==> config.mk <==
export PLATFORM = sky130hd
export DESIGN_NAME = mealy_event_logger
export DESIGN_NICKNAME = d
export VERILOG_FILES = /design/src/rtl/mealy_event_logger.sv
export SDC_FILE = /design/constraint.sdc
export NUM_CORES = 1
export LEC_CHECK = 0
export CORE_MARGIN = 5
export CORE_UTILIZATION = 59
export CTS_CLUSTER_SIZE = 8
export DETAILED_ROUTE_END_ITERATION = 8
export GPL_TIMING_DRIVEN = 0
export PLACE_DENSITY_LB_ADDON = 0.15
export SLEW_MARGIN = 40
export SYNTH_ARGS = -nofsm -noshare
export SYNTH_HDL_FRONTEND = slang
export SYNTH_SLANG_ARGS = --single-unit
==> constraint.sdc <==
create_clock -name clock -period 5.82 [get_ports clock]
set_input_delay 0.873 -clock clock [delete_from_list [all_inputs] [get_ports clock]]
set_output_delay 0.873 -clock clock [all_outputs]
set_load 0.03 [all_outputs]
==> src/rtl/mealy_event_logger.sv <==
// ---------------------------------------------------------------------------
// mealy_event_logger
//
// Downstream stage of the Mealy pattern detector. Every clock it samples the
// 2-bit hit vector, keeps a saturating count per pattern, and pushes each
// non-zero hit together with a free-running timestamp into a small FIFO that
// a consumer drains through a valid/ready handshake. A sticky flag records
// events lost because the FIFO was full.
//
// Parameters
//   DEPTH : FIFO entries (power of two, >= 2)
//   TW    : timestamp width
//   CW    : per-pattern counter width
//
// Ports
//   clock    in   rising-edge system clock
//   reset_n  in   asynchronous active-low reset
//   hit      in   [1:0] detector output (bit1 = "111", bit0 = "001")
//   clear    in   synchronous clear of counters, FIFO, overflow, timestamp
//   rd_valid out  head entry available
//   rd_ready in   consumer accepts the head entry
//   rd_kind  out  [1:0] hit vector of the head entry
//   rd_time  out  [TW-1:0] timestamp of the head entry
//   count_hi out  [CW-1:0] saturating count of bit1 events
//   count_lo out  [CW-1:0] saturating count of bit0 events
//   level    out  [clog2(DEPTH):0] FIFO occupancy
//   overflow out  sticky: an event was dropped
// ---------------------------------------------------------------------------
module mealy_event_logger #(
  parameter int DEPTH = 4,
  parameter int TW    = 8,
  parameter int CW    = 8
) (
  input  logic                     clock,
  input  logic                     reset_n,
  input  logic [1:0]               hit,
  input  logic                     clear,
  output logic                     rd_valid,
  input  logic                     rd_ready,
  output logic [1:0]               rd_kind,
  output logic [TW-1:0]            rd_time,
  output logic [CW-1:0]            count_hi,
  output logic [CW-1:0]            count_lo,
  output logic [$clog2(DEPTH):0]   level,
  output logic                     overflow
);

  localparam int AW = $clog2(DEPTH);
  localparam int PW = AW + 1;
  localparam logic [PW-1:0] FULL_LEVEL = PW'(DEPTH);
  localparam logic [CW-1:0] CNT_MAX    = {CW{1'b1}};
  localparam logic [PW-1:0] PTR_ONE    = {{(PW-1){1'b0}}, 1'b1};
  localparam logic [TW-1:0] TS_ONE     = {{(TW-1){1'b0}}, 1'b1};

  // Saturating increment: holds at all-ones instead of wrapping.
  function automatic logic [CW-1:0] sat_inc(input logic [CW-1:0] cnt, input logic step);
    logic [CW-1:0] res;
    if (step && (cnt != CNT_MAX)) begin
      res = cnt + {{(CW-1){1'b0}}, 1'b1};
    end else begin
      res = cnt;
    end
    return res;
  endfunction

  logic [TW-1:0] ts_r;
  logic [CW-1:0] cnt_hi_r;
  logic [CW-1:0] cnt_lo_r;
  logic [PW-1:0] wr_ptr_r;
  logic [PW-1:0] rd_ptr_r;
  logic          ovf_r;
  logic [1:0]    mem_kind_r [DEPTH];
  logic [TW-1:0] mem_time_r [DEPTH];

  logic [PW-1:0] level_s;
  logic          valid_s;
  logic          pop_s;
  logic          event_s;
  logic          full_s;
  logic          push_s;
  logic [1:0]    head_kind_s;
  logic [TW-1:0] head_time_s;

  // FIFO status, handshake decode and combinational head read.
  always_comb begin
    level_s     = wr_ptr_r - rd_ptr_r;
    valid_s     = (level_s != {PW{1'b0}});
    pop_s       = valid_s && rd_ready;
    event_s     = (hit != 2'b00);
    full_s      = (level_s == FULL_LEVEL);
    // A full FIFO still accepts an event when the head leaves on the same edge.
    push_s      = event_s && (!full_s || pop_s);
    head_kind_s = 2'b00;
    head_time_s = {TW{1'b0}};
    if (valid_s) begin
      head_kind_s = mem_kind_r[rd_ptr_r[AW-1:0]];
      head_time_s = mem_time_r[rd_ptr_r[AW-1:0]];
    end else begin
      head_kind_s = 2'b00;
      head_time_s = {TW{1'b0}};
    end
  end

  // Timestamp, counters, pointers and sticky overflow; clear outranks events and pops.
  always_ff @(posedge clock or negedge reset_n) begin
    if (!reset_n) begin
      ts_r     <= {TW{1'b0}};
      cnt_hi_r <= {CW{1'b0}};
      cnt_lo_r <= {CW{1'b0}};
      wr_ptr_r <= {PW{1'b0}};
      rd_ptr_r <= {PW{1'b0}};
      ovf_r    <= 1'b0;
    end else if (clear) begin
      ts_r     <= {TW{1'b0}};
      cnt_hi_r <= {CW{1'b0}};
      cnt_lo_r <= {CW{1'b0}};
      wr_ptr_r <= {PW{1'b0}};
      rd_ptr_r <= {PW{1'b0}};
      ovf_r    <= 1'b0;
    end else begin
      ts_r     <= ts_r + TS_ONE;
      // Dropped events are still counted.
      cnt_hi_r <= sat_inc(cnt_hi_r, hit[1]);
      cnt_lo_r <= sat_inc(cnt_lo_r, hit[0]);
      if (push_s) begin
        wr_ptr_r <= wr_ptr_r + PTR_ONE;
      end else begin
        wr_ptr_r <= wr_ptr_r;
      end
      if (pop_s) begin
        rd_ptr_r <= rd_ptr_r + PTR_ONE;
      end else begin
        rd_ptr_r <= rd_ptr_r;
      end
      if (event_s && !push_s) begin
        ovf_r <= 1'b1;
      end else begin
        ovf_r <= ovf_r;
      end
    end
  end

  // Entry storage; written with {hit, ts} sampled at the event edge.
  always_ff @(posedge clock or negedge reset_n) begin
    if (!reset_n) begin
      for (int i = 0; i < DEPTH; i++) begin
        mem_kind_r[i] <= 2'b00;
        mem_time_r[i] <= {TW{1'b0}};
      end
    end else if (push_s && !clear) begin
      mem_kind_r[wr_ptr_r[AW-1:0]] <= hit;
      mem_time_r[wr_ptr_r[AW-1:0]] <= ts_r;
    end else begin
      for (int i = 0; i < DEPTH; i++) begin
        mem_kind_r[i] <= mem_kind_r[i];
        mem_time_r[i] <= mem_time_r[i];
      end
    end
  end

  // Output mapping: status and counters come straight from registers.
  always_comb begin
    rd_valid = valid_s;
    rd_kind  = head_kind_s;
    rd_time  = head_time_s;
    count_hi = cnt_hi_r;
    count_lo = cnt_lo_r;
    level    = level_s;
    overflow = ovf_r;
  end

endmodule

# --- Word level (Yosys, flattened, before mapping) ---
# Index checks and enable logic that the tools add are counted.
totals:
  regBits: 71
  latch_bits: 0
  ram_bits: 0
  romBits: 0
  input_bits: 6
  output_inout_bits: 31
  word_cells: 71
  mem_count: 0
classes:
  addsub: 6
  mul: 0
  div_mod_pow: 0
  order_cmp: 3
  eq_ne: 3
  n_shift: 0
  muxes: 25
  bitwise: 2
  n_reduce_logical: 18
op_table:
  columns: ["operator", "count"]
  rows:
  - ["8-bit 2-to-1 mux", 9]
  - ["32-bit bitwise mux", 1]
  - ["8-bit by 1-bit adder with 8-bit output, second input constant", 3]
  - ["8-bit binary-select mux with 2-bit select", 1]
  - ["8-bit demux with 2-bit select", 1]
  - ["8-bit inequality test, second input constant", 2]
  - ["3-bit 2-to-1 mux", 4]
  - ["2-bit nonzero test", 6]
  - ["8-bit bitwise mux", 1]
  - ["2-bit 2-to-1 mux", 4]
  - ["1-bit logical AND", 7]
  - ["3-bit by 1-bit adder with 3-bit output, second input constant", 2]
  - ["3-bit greater-or-equal comparator, second input constant", 2]
  - ["2-bit NOT with 3-bit output", 2]
  - ["2-bit binary-select mux with 2-bit select", 1]
  - ["2-bit demux with 2-bit select", 1]
  - ["3-bit equality test, second input constant", 1]
  - ["1-bit zero test", 3]
  - ["3-bit by 1-bit < comparator with 1-bit output, second input constant", 1]
  - ["3-bit nonzero test", 1]
  - ["3-bit subtractor", 1]
  - ["1-bit 2-to-1 mux", 2]
  - ["1-bit logical OR", 1]

# --- Longest topological paths before layout ---
depth:
  word_depth: 9
  ltp_mapped: 8
  ltp_nobuf: 7

# --- Least setup slack after synthesis ---
# OpenSTA, ideal clock, no wires.
synth_timing:
  path_type: "register -> output"
  startpoint: "register wr_ptr_r[0]"
  endpoint: "output port rd_kind[0]"
  arrival_time_ps: 2389
  required_time_ps: 4947
  slack_ps: 2558
  stages_incl_launch_ff: 9
  path_buffers: 1
  path_cell_list: "dfrtp_1 -> inv_1 -> ha_1 -> fa_1 -> xnor3_2 -> inv_1 -> nor3_1 -> buf_2 -> nor2b_1"
synth_via:
  elab_chain_len: 3
synth_lines:
  columns: ["item", "line_no", "source"]
  rows:
  - ["start: declaration", "69", "logic [PW-1:0] wr_ptr_r;"]
  - ["start signal: assignment", "110", "wr_ptr_r <= {PW{1'b0}};"]
  - ["start signal: assignment", "117", "wr_ptr_r <= {PW{1'b0}};"]
  - ["start signal: assignment", "126", "wr_ptr_r <= wr_ptr_r + PTR_ONE;"]
  - ["3-bit subtractor", "86", "level_s = wr_ptr_r - rd_ptr_r;"]
  - ["named net level[2]", "44", "output logic [$clog2(DEPTH):0] level,"]
  - ["3-bit nonzero test", "87", "valid_s = (level_s != {PW{1'b0}});"]
  - ["2-bit 2-to-1 mux", "95", "if (valid_s) begin"]
  - ["end: declaration", "40", "output logic [1:0] rd_kind,"]
# The timed path passes the listed nets, and every way through them passes these cells.

# --- Worst setup path after layout ---
layout_timing:
  startpoint: "register wr_ptr_r[0]"
  endpoint: "output port rd_time[3]"
layout_via:
  elab_chain_len: 3
layout_lines:
  columns: ["item", "line_no", "source"]
  rows:
  - ["3-bit subtractor", "86", null]
  - ["3-bit nonzero test", "87", null]
  - ["8-bit 2-to-1 mux", "95", null]
  - ["end: declaration", "41", "output logic [TW-1:0] rd_time,"]
# Every way passes these cells.

==> impl_results.md <==
* Status: finished clean
* Final period utilization at 0.728
* R2r endpoint: wr_ptr_r[2]$_DFFE_PN0P_
* Internal at 0.00106 W
* Share of post-route cells with drive strength above 1 at 0.243
* Post-DRT Antenna Nets at 0
* Min-delay worst type: input pin to asynchronous set/reset pin
* Mapped Area at 3740 sq um
* Syn_nets at 323
* Filler instances at 464
* Worst EP required at 4950 ps
* IO Pins at 37
* Initial Utilization at 0.596
* H-tree depth at 3
* Global-route wire length before repair at 13,300 microns
* Gr usage total at 0.222
* Gate power share at 0.400
* Post-synthesis register bit count at 71
* Most common cell after layout, fill and taps aside: dfrtp_1
* Root Buffer: clkbuf_8
* Slew @ Worst Pin at 718 ps
* Post-synth ARST share at 1.00
* Worst EP arrival at 3360 ps
* Max_cap viols at 0
* PortBufs at 34
* Max frequency at 236 MHz
* # diodes at 0
* Nature of the critical path startpoint: flip-flop
* Pwr Total at 0.00168 W
* FF/Latch Area at 1780 sq um
* Slew HR at 0.522
* Slew Limit Fails at 0
* Crit path capture: rd_time[3]
* Synth Flop Type: dfrtp_1
* Syn_area_per_cell at 12.2 sq um
* Worst skew pair latency at 340 ps
* DRC Markers at 0
* Per-cell routed wire length at 18.0 microns
* Die H at 89.6 microns
* Die ar. at 8040 sq um
* Switching Share at 0.371
* P_leak at 1.94 nW
* Critical Path Source: wr_ptr_r[0]$_DFFE_PN0P_
* Sw power at 0.000623 W
* TritonCTS clock tree: done
* Vias in the first global route at 2,654
* Clock Power Share at 0.228
* Final nets at 369
* Area of the multi-input gates at 1860 sq um
* Final WL at 7820 microns
* Post-synthesis cell count at 307
* Crit path max-delay cell type: clkdlybuf4s50_1
* Flop2flop setup slack at 3180 ps
* Post-synthesis cell type count at 43
* RR Startpoint: wr_ptr_r[0]$_DFFE_PN0P_
* Share of power burned in registers at 0.372
* Crit-path cells: inv_1, ha_1, fa_1, xnor3_2, inv_1, nor3_1, buf_2, nor2b_1, clkdlybuf4s50_1
* R2R cell count at 7
* Pwr Density at 382 nW/um^2
* Area grow syn2layout at 17.5%
* Post-CTS Setup Inserts at 0
* Via count at 2,563
* CTS clk-pin slew, worst paths at 80 ps
* Clock Tree Buf Depth at 2
* CTS buffer count at 9
* RSZ-0062 raised after global routing: no
* FP Rows at 29
* Critical path capture point type: primary output
* Final Hold Vio Count at 0
* Sink Count at 71
* Final worst path period need at 4240 ps
* Number of synthesized flops with an enable pin at 0
* Setup TNS at 0 ps
* GRT overflow at 0
* DP HPWL at 5510 microns
* Pin count of the biggest net entering global routing at 50
* # hold bufs at CTS at 0
* Initial antenna violation count at 0
* Yosys warning count at 0
* Max rail drop VDD at 0.230 mV
* # resized after CTS at 0
* Setup violations, final at 0
* Worst Setup Path Type: flip-flop to primary output
* Core ar. at 6280 sq um
* Seq/Total Area, Yosys at 0.475
* Most frequent cells in the layout: 71 x dfrtp_1, 42 x mux2_2, 33 x clkdlybuf4s50_1
* Drt first pass iters at 5
* Vias per cell at 5.89
* Crit Path Max Fanout at 10
* Crit-path most repeated cell: inv_1
* Die X at 89.6 microns
* Routability cong. at 0.817
* Initial drt markers at 98
* Skew final at 7.07 ps
* Critical Path Max Stage Delay at 620 ps
[routing by layer]
| metal | wire [microns] | part of all wire | track usage |
|---|---|---|---|
| met5 | 0 | 0 | 0 |
| met4 | 73 | 0.0093 | 0.0812 |
| met3 | 384 | 0.049 | 0.0374 |
| met2 | 3780 | 0.48 | 0.352 |
| met1 | 3580 | 0.46 | 0.308 |
[stage by stage]
stage / hold slack, ps / setup WS [ps] / instance area, sq um / utilization / cells
global placement: 467 / 1440 / 4180 / 0.666 / 418
CTS: 374 / 1570 / 4400 / 0.700 / 435
global route: 373 / 1380 / 4400 / 0.700 / 435
detailed placement: 476 / 1940 / 4210 / 0.670 / 419
finish: 371 / 1580 / 4400 / 0.700 / 435
floorplan: 457 / 2560 / 3740 / - / 307
[kinds of logic (layout without fill, tap and decap cells)]
kind of cell | Yosys count | count (layout) | share of synthesized area
compound gates | 51 | 51 | 0.121
xor+xnor | 4 | 4 | 0.0134
fa+ha+maj | 10 | 10 | 0.0354
buf+inv | 26 | 77 | 0.0284
flops | 71 | 71 | 0.475
mux | 56 | 56 | 0.197
simple gates | 89 | 89 | 0.130
[synthesized netlist by cell type, types with 2 or more instances]
cell	number	share of area
nand4_1	5	0.0084
clkbuf_1	13	0.013
a41oi_1	2	0.0047
ha_1	9	0.030
a31oi_1	2	0.0033
a21boi_0	4	0.0080
a21oi_1	11	0.015
nor2_1	16	0.016
nand3_1	5	0.0067
buf_2	4	0.0053
and4_1	3	0.0070
xor2_1	2	0.0047
and3_1	4	0.0067
o221ai_4	4	0.028
mux4_2	10	0.060
mux2_2	42	0.13
nor4bb_1	2	0.0053
a211oi_1	3	0.0060
mux2i_1	4	0.011
nor3_1	6	0.0080
a21bo_2	8	0.021
inv_1	8	0.0080
or3_1	3	0.0050
nand2_1	15	0.015
o21ai_0	3	0.0040
dfrtp_1	71	0.47
nor2b_1	25	0.042
o211ai_1	8	0.016
[worst min path at each step]
stage | cells past startpoint | to | slack, ps
6_report | 1 | count_lo[5]$_DFFE_PN0P_ | 370
5_1_grt | 1 | count_lo[5]$_DFFE_PN0P_ | 370
4_1_cts | 1 | count_lo[5]$_DFFE_PN0P_ | 370
3_5_place_dp | 1 | mem_kind_r[0]$_DFFE_PN0P_ | 480
3_3_place_gp | 1 | mem_kind_r[7]$_DFFE_PN0P_ | 470
2_1_floorplan | 1 | mem_kind_r[2]$_DFFE_PN0P_ | 460
[worst max-delay path: cells and delay by family (launching register included)]
| family | cells | cell delay [ps] |
|---|---|---|
| buffers and inverters | 4 | 1190 |
| adder cells (fa/ha/maj) | 2 | 590 |
| XOR/XNOR | 1 | 430 |
| flip-flops | 1 | 400 |
| AND/OR/NAND/NOR | 2 | 400 |
[power groups by stage]
stage / Sequential (W) / Combinational (W) / Clock (W)
after floorplan: 0.000624 / 0.000459 / 0
after global placement: 0.000629 / 0.000661 / 0
after detailed placement: 0.000633 / 0.000676 / 0
after CTS: 0.000625 / 0.000679 / 0.000390
after global routing: 0.000635 / 0.000729 / 0.000413
final: 0.000625 / 0.000672 / 0.000384
[flip-flops by register name, indices dropped and copies added, names as in the netlist]
signal      count
count_lo        8
rd_ptr_r        3
overflow        1
mem_kind_r      8
mem_time_r     32
ts_r            8
count_hi        8
wr_ptr_r        3
[cell type report]
cell class | instances | area share
buffer | 18 | 0.0174
clock buffer | 10 | 0.0290
clock inverter | 6 | 0.0139
inverter | 8 | 0.00683
multi-input combinational | 210 | 0.423
sequential | 71 | 0.404
tap | 77 | 0.0219
timing repair buffer | 35 | 0.0839
Note: power is estimated with default switching activity, not from simulation.
